[src/rtl/i2s_voice_scheduler.sv]
// i2s_voice_scheduler
// Runs one mixing sequence per stereo frame. Each tx_ready pulse starts a pass
// that polls the voices in order 0..N-1 over a one-hot req/ack handshake. The
// signed left/right samples are summed in wide accumulators and saturated to
// 32 bits. The result is then presented on sample/sample_ready for i2s_tx.
module i2s_voice_scheduler #(
    parameter int NUM_VOICES = 4,
    parameter int TIMEOUT    = 6
) (
    input  logic                    sclk,
    input  logic                    aclr,
    input  logic                    tx_ready,
    input  logic [NUM_VOICES-1:0]   voice_en,
    output logic [NUM_VOICES-1:0]   voice_req,
    input  logic [NUM_VOICES-1:0]   voice_ack,
    input  logic [32*NUM_VOICES-1:0] voice_l,
    input  logic [32*NUM_VOICES-1:0] voice_r,
    output logic [63:0]             sample,
    output logic                    sample_ready,
    output logic                    busy,
    output logic                    overrun,
    output logic [NUM_VOICES-1:0]   voice_to,
    input  logic                    clr_status
);

    localparam int IW = (NUM_VOICES > 1) ? $clog2(NUM_VOICES) : 1;
    localparam int CW = $clog2(TIMEOUT + 1);
    // 3 guard bits: eight full-scale 32-bit samples cannot overflow the sum
    localparam int AW = 35;
    localparam logic [IW-1:0]         LAST_IDX = IW'(NUM_VOICES - 1);
    localparam logic [CW-1:0]         CNT_LAST = CW'(TIMEOUT - 1);
    localparam logic [NUM_VOICES-1:0] ONE_HOT0 = NUM_VOICES'(1);

    typedef enum logic [1:0] {
        IDLE = 2'd0,
        POLL = 2'd1,
        MIX  = 2'd2,
        DONE = 2'd3
    } state_t;

    state_t                  state_q, state_d;
    logic [IW-1:0]           idx_q, idx_d;
    logic [CW-1:0]           cnt_q, cnt_d;
    logic [NUM_VOICES-1:0]   req_q, req_d;
    logic [NUM_VOICES-1:0]   en_q, en_d;
    logic signed [AW-1:0]    acc_l_q, acc_l_d;
    logic signed [AW-1:0]    acc_r_q, acc_r_d;
    logic [63:0]             sample_q, sample_d;
    logic                    ready_q, ready_d;
    logic                    overrun_q, overrun_d;
    logic [NUM_VOICES-1:0]   to_q, to_d;

    logic                    advance;
    logic [IW-1:0]           idx_inc;
    logic [31:0]             sel_l, sel_r;

    // Per-voice lanes unpacked from the flat sample buses
    logic [31:0] lane_l [NUM_VOICES];
    logic [31:0] lane_r [NUM_VOICES];

    for (genvar gi = 0; gi < NUM_VOICES; gi++) begin : g_lane
        assign lane_l[gi] = voice_l[32*gi +: 32];
        assign lane_r[gi] = voice_r[32*gi +: 32];
    end

    assign sel_l   = lane_l[idx_q];
    assign sel_r   = lane_r[idx_q];
    assign idx_inc = idx_q + 1'b1;

    // Clamp a wide accumulator into the signed 32-bit range
    function automatic logic [31:0] sat32(input logic signed [AW-1:0] a);
        logic [31:0] r;
        if (a[AW-1] && !(&a[AW-2:31]))
            r = 32'h8000_0000;
        else if (!a[AW-1] && (|a[AW-2:31]))
            r = 32'h7FFF_FFFF;
        else
            r = a[31:0];
        return r;
    endfunction

    // Frame sequencer: start/abort, per-voice polling, mix and status flags
    always_comb begin
        state_d   = state_q;
        idx_d     = idx_q;
        cnt_d     = cnt_q;
        req_d     = req_q;
        en_d      = en_q;
        acc_l_d   = acc_l_q;
        acc_r_d   = acc_r_q;
        sample_d  = sample_q;
        ready_d   = ready_q;
        overrun_d = clr_status ? 1'b0 : overrun_q;
        to_d      = clr_status ? '0 : to_q;
        advance   = 1'b0;

        case (state_q)
            IDLE, DONE: begin
                if (tx_ready) begin
                    // New frame; voice 0 is requested on the same edge
                    state_d = POLL;
                    en_d    = voice_en;
                    acc_l_d = '0;
                    acc_r_d = '0;
                    idx_d   = '0;
                    cnt_d   = '0;
                    ready_d = 1'b0;
                    req_d   = voice_en[0] ? ONE_HOT0 : '0;
                end else if (state_q == DONE) begin
                    state_d = IDLE;
                end
            end
            POLL, MIX: begin
                if (tx_ready) begin
                    // Frame did not finish in time: flag it and start over.
                    // All requests drop; voice 0 is re-requested next cycle.
                    overrun_d = 1'b1;
                    state_d   = POLL;
                    en_d      = voice_en;
                    acc_l_d   = '0;
                    acc_r_d   = '0;
                    idx_d     = '0;
                    cnt_d     = '0;
                    ready_d   = 1'b0;
                    req_d     = '0;
                end else if (state_q == POLL) begin
                    if (!en_q[idx_q]) begin
                        advance = 1'b1;
                    end else if (!req_q[idx_q]) begin
                        // Only after an abort: raise the request first
                        req_d = ONE_HOT0 << idx_q;
                        cnt_d = '0;
                    end else if (voice_ack[idx_q]) begin
                        acc_l_d = acc_l_q + {{(AW-32){sel_l[31]}}, sel_l};
                        acc_r_d = acc_r_q + {{(AW-32){sel_r[31]}}, sel_r};
                        advance = 1'b1;
                    end else if (cnt_q == CNT_LAST) begin
                        to_d[idx_q] = 1'b1;
                        advance     = 1'b1;
                    end else begin
                        cnt_d = cnt_q + 1'b1;
                    end
                end else begin
                    sample_d = {sat32(acc_l_q), sat32(acc_r_q)};
                    ready_d  = 1'b1;
                    state_d  = DONE;
                end
            end
            default: state_d = IDLE;
        endcase

        // Move to the next voice, pre-raising its request so an enabled
        // voice costs no extra setup cycle
        if (advance) begin
            cnt_d = '0;
            if (idx_q == LAST_IDX) begin
                state_d = MIX;
                req_d   = '0;
            end else begin
                idx_d = idx_inc;
                req_d = en_q[idx_inc] ? (ONE_HOT0 << idx_inc) : '0;
            end
        end
    end

    // State and output registers with asynchronous clear
    always_ff @(posedge sclk or posedge aclr) begin
        if (aclr) begin
            state_q   <= IDLE;
            idx_q     <= '0;
            cnt_q     <= '0;
            req_q     <= '0;
            en_q      <= '0;
            acc_l_q   <= '0;
            acc_r_q   <= '0;
            sample_q  <= '0;
            ready_q   <= 1'b0;
            overrun_q <= 1'b0;
            to_q      <= '0;
        end else begin
            state_q   <= state_d;
            idx_q     <= idx_d;
            cnt_q     <= cnt_d;
            req_q     <= req_d;
            en_q      <= en_d;
            acc_l_q   <= acc_l_d;
            acc_r_q   <= acc_r_d;
            sample_q  <= sample_d;
            ready_q   <= ready_d;
            overrun_q <= overrun_d;
            to_q      <= to_d;
        end
    end

    assign voice_req    = req_q;
    assign sample       = sample_q;
    assign sample_ready = ready_q;
    assign busy         = (state_q == POLL) || (state_q == MIX);
    assign overrun      = overrun_q;
    assign voice_to     = to_q;

endmodule
[config.mk]
export PLATFORM = sky130hd
export DESIGN_NAME = i2s_voice_scheduler
export DESIGN_NICKNAME = d
export VERILOG_FILES = /design/src/rtl/i2s_voice_scheduler.sv
export SDC_FILE = /design/constraint.sdc
export NUM_CORES = 1
export LEC_CHECK = 0
export BUFFER_PORTS_ARGS = -buffer_cell sky130_fd_sc_hd__buf_2
export CORE_ASPECT_RATIO = 1.75
export CORE_MARGIN = 10
export CORE_UTILIZATION = 54
export CTS_BUF_LIST = sky130_fd_sc_hd__clkbuf_8
export DETAILED_ROUTE_END_ITERATION = 7
export PLACE_DENSITY = 0.86
export SYNTH_ARGS = -nofsm -noshare
export SYNTH_HDL_FRONTEND = slang
export SYNTH_SLANG_ARGS = --single-unit
[constraint.sdc]
create_clock -name sclk -period 5.8 [get_ports sclk]
set_clock_uncertainty 0.1 [all_clocks]
set_input_delay 0.58 -clock sclk [delete_from_list [all_inputs] [get_ports sclk]]
set_output_delay 0.58 -clock sclk [all_outputs]
set_load 0.005 [all_outputs]
==> impl_metrics.toml <==
[clocking]
holdBufCountCts = 0
clkTransAtPathRegs_ns = 0.10
insertion_delay_ns = 0.47
post_cts_buffers = 0
h-tree-depth = 4
cts_buffer_depth = 2
post_cts_resized = 0
clockRootBuffer = "clkbuf_8"
cts_made_buffers = 17
cts_tree = "yes"
clkSinkCount = 155

[grt]
antenna_found_initial = 2
grt_pass1_vias = 11600
grt_pass1_wl_mm = 55.9
overflow = 0
grt_usage_pct = 25.7
grt_max_degree = 79

[yosys]
synth-xor-area-share_pct = 4.34
synth_compound_area_share_pct = 20.1
netlist_area_mm2 = 0.0113
synth-simple-area-share_pct = 14.2
seq_area_frac_synth_pct = 34.4
synth_adder_area_share_pct = 9.11
synth.avg_cell_area_um2 = 9.45
synth_edf_count = 0
synthMuxAreaShare_pct = 14.8
async_reset_ff_share_pct = 100
synthFlopType = "dfrtp_1"
yosysWarnings = 0
synthDistinctLibCells = 72
synth_top_family_by_area = "compound AO/OA/AOI/OAI gates"
syn_inst = 1195
synth_nets = 1544
yosys_register_bits = 155

[timing]
hold_viol_final = 0
setup_viol = 0
fmax_mhz = 225
drv_slew = 0
fin_crit_ns = 4.44
fin_tns_setup_ns = 0
tightest_slew_ns = 1.19
rsz0062_at_grt = "no"
fin_crit_sh_pct = 76.6
slew_headroom_pct = 20.9

[floorplanning]
core.rowCount = 70
initial_utilization_pct = 54.4
die_h_um = 211
die_w_um = 129
core_mm2 = 0.0208
ioPinCount = 343
die-area_mm2 = 0.0273

[final_layout]
fin_nets = 1854
areaGrowthSynthToFinish_pct = 20.2
final.fill_count = 1669
final_cell_mix = "buf_2 (342), nand2_1 (234), dfrtp_1 (153)"
final_common_cell = "buf_2"
drive_gt1_share_pct = 32.0

[detailed_routing]
drt_wl_total_mm = 35.1
viasPerCell = 6.03
drt_iter0_drc = 669
drt_first_pass_iters = 5
drt.antenna.violating_nets = 0
drc = 0
vias = 10700
detail_route.wl_per_cell_um = 19.8

[setup_path]
worstPathRequired_ns = 6.05
worstPathArrival_ns = 4.69
critPathMaxStageDelay_ns = 0.88
setup.worst_path.class = "reg2reg"
cp_slowest_cell = "dfrtp_4"
cp_max_fo = 32
startpoint_type = "register"
path_common_cell = "a21oi_1"
cp_cell_sequence = "buf_4, mux4_2, ha_1, or3_1, a21oi_1, o31ai_1, a21oi_1, nand2_1, a31oi_1, o21ai_1, xor2_1, a22o_1"
cp-end-kind = "register"

[placement]
dpl.hpwl_mm = 27.6
gp_congestion = 0.931
port_buffers = 342

[pwr]
power_density_mw_per_mm2 = 533
leakagePower_nw = 6.83
power_mw = 7.24
ir_drop_v = 0.000255

[flow_run]
max_cap_viol_count = 0

[worst_hold_path]
hold_class = "in2async"

[run_status]
status = "finished clean"
[cells in the mapped netlist (all sizes together), types with 3 or more instances]
| library cell | number | area [um2] |
|---|---|---|
| nand2 | 234 | 878 |
| dfrtp | 155 | 3880 |
| o21ai | 155 | 780 |
| ha | 79 | 988 |
| a21oi | 77 | 389 |
| mux4 | 68 | 1530 |
| nor2 | 47 | 176 |
| clkbuf | 45 | 169 |
| a21o | 35 | 263 |
| xnor2 | 29 | 254 |
| inv | 28 | 105 |
| xor2 | 27 | 236 |
| nand3 | 22 | 110 |
| buf | 17 | 81.3 |
| a22o | 11 | 96.3 |
| a31oi | 11 | 83.8 |
| nand2b | 10 | 62.6 |
| o31ai | 10 | 75.1 |
| and3 | 9 | 56.3 |
| o21bai | 9 | 67.6 |
| mux2 | 8 | 90.1 |
| nor2b | 8 | 50.1 |
| nor3 | 8 | 40.0 |
| and2 | 7 | 46.3 |
| a22oi | 6 | 50.1 |
| o211ai | 6 | 45.0 |
| a211oi | 5 | 42.5 |
| and4 | 5 | 43.8 |
| mux2i | 5 | 50.1 |
| or2 | 5 | 31.3 |
| nand4 | 4 | 25.0 |
| a221oi | 3 | 32.5 |
| a311oi | 3 | 26.3 |
| a32o | 3 | 30.0 |
| nor3b | 3 | 22.5 |
| nor4 | 3 | 18.8 |
| o21a | 3 | 22.5 |
[final timing paths]
check | end | cells after the start | startpoint | slack (ns)
hold / removal | sample[0]$_DFFE_PP0P_ | 2 | aclr | 0.01
max in group asynchronous | idx_q[1]$_DFF_PP0_ | 3 | aclr | 4.20
hold reg to reg | sample[25]$_DFFE_PP0P_ | 2 | sample[25]$_DFFE_PP0P_ | 0.37
setup reg to reg | acc_r_q[32]$_DFFE_PP0P_ | 12 | idx_q[0]$_DFF_PP0_ | 1.36
setup / recovery | acc_r_q[32]$_DFFE_PP0P_ | 12 | idx_q[0]$_DFF_PP0_ | 1.36
min in group sclk | voice_to[1]$_DFF_PP0_ | 2 | clr_status | 0.26
[sequential cells by signal, summed over array words and instances (netlist names)]
register / cells
voice_req: 4
idx_q: 2
state_q: 2
acc_r_q: 35
sample_ready: 1
cnt_q: 3
overrun: 1
sample: 64
voice_to: 4
en_q: 4
acc_l_q: 35
[worst max-delay path: cells and delay by family (launching register included)]
family / cells / cell delay [ns]
xor gates and xnor gates: 1 / 0.16
DFF: 1 / 0.88
and+or+nand+nor: 2 / 0.47
muxes: 1 / 0.53
buffers and inverters: 1 / 0.35
AOI/OAI and AO/OA: 6 / 1.43
adders and majority gates: 1 / 0.37
[kinds of logic (layout without fill, tap and decap cells)]
kind of cell / after synthesis / count (layout)
other: 0 / 1
XOR/XNOR: 56 / 56
flip-flops: 155 / 155
AO/OA/AOI/OAI: 362 / 362
adder cells (fa/ha/maj): 81 / 81
AND/OR/NAND/NOR: 370 / 370
buffers and inverters: 90 / 413
multiplexers: 81 / 81
[per-stage QoR]
step	instance area [um2]	hold WS, ns	worst slack, ns	instances	utilization [%]
global route	13600	0.0195	0.991	1771	65.4
global placement	13200	0.343	1.47	1738	63.5
finish	13600	0.0113	1.36	1771	65.4
CTS	13600	0.00444	1.34	1770	65.4
detailed placement	13200	0.350	1.37	1738	63.5
floorplan	11300	0.363	0.942	1195	-
[power by group]
part	leakage (nW)	total, mW	internal (mW)	switching (mW)
Sequential	2.01	1.85	1.47	0.378
Clock	0.189	0.810	0.359	0.451
Combinational	4.63	4.58	2.03	2.55
Total	6.83	7.24	3.86	3.38
[final cells by class]
class	instances	area, um2	area share, %
antenna	1	2.50	0.0184
clock buffer	18	248	1.82
clock inverter	14	135	0.995
inverter	28	110	0.811
multi-input combinational	950	7070	52.1
sequential	155	3890	28.6
tap	252	315	2.32
timing repair buffer	353	1810	13.3
[per-layer routing]
layer / global-route usage [%] / share of wire, % / routed length, um / vias up
li1: - / - / - / 4995
met1: 24.2 / 34 / 11800 / 5144
met2: 48.5 / 55 / 19300 / 418
met3: 5.80 / 6.7 / 2360 / 117
met4: 15.3 / 4.9 / 1710 / 2
met5: 0 / 0.037 / 13 / -
(Power assumes the default switching activity.)
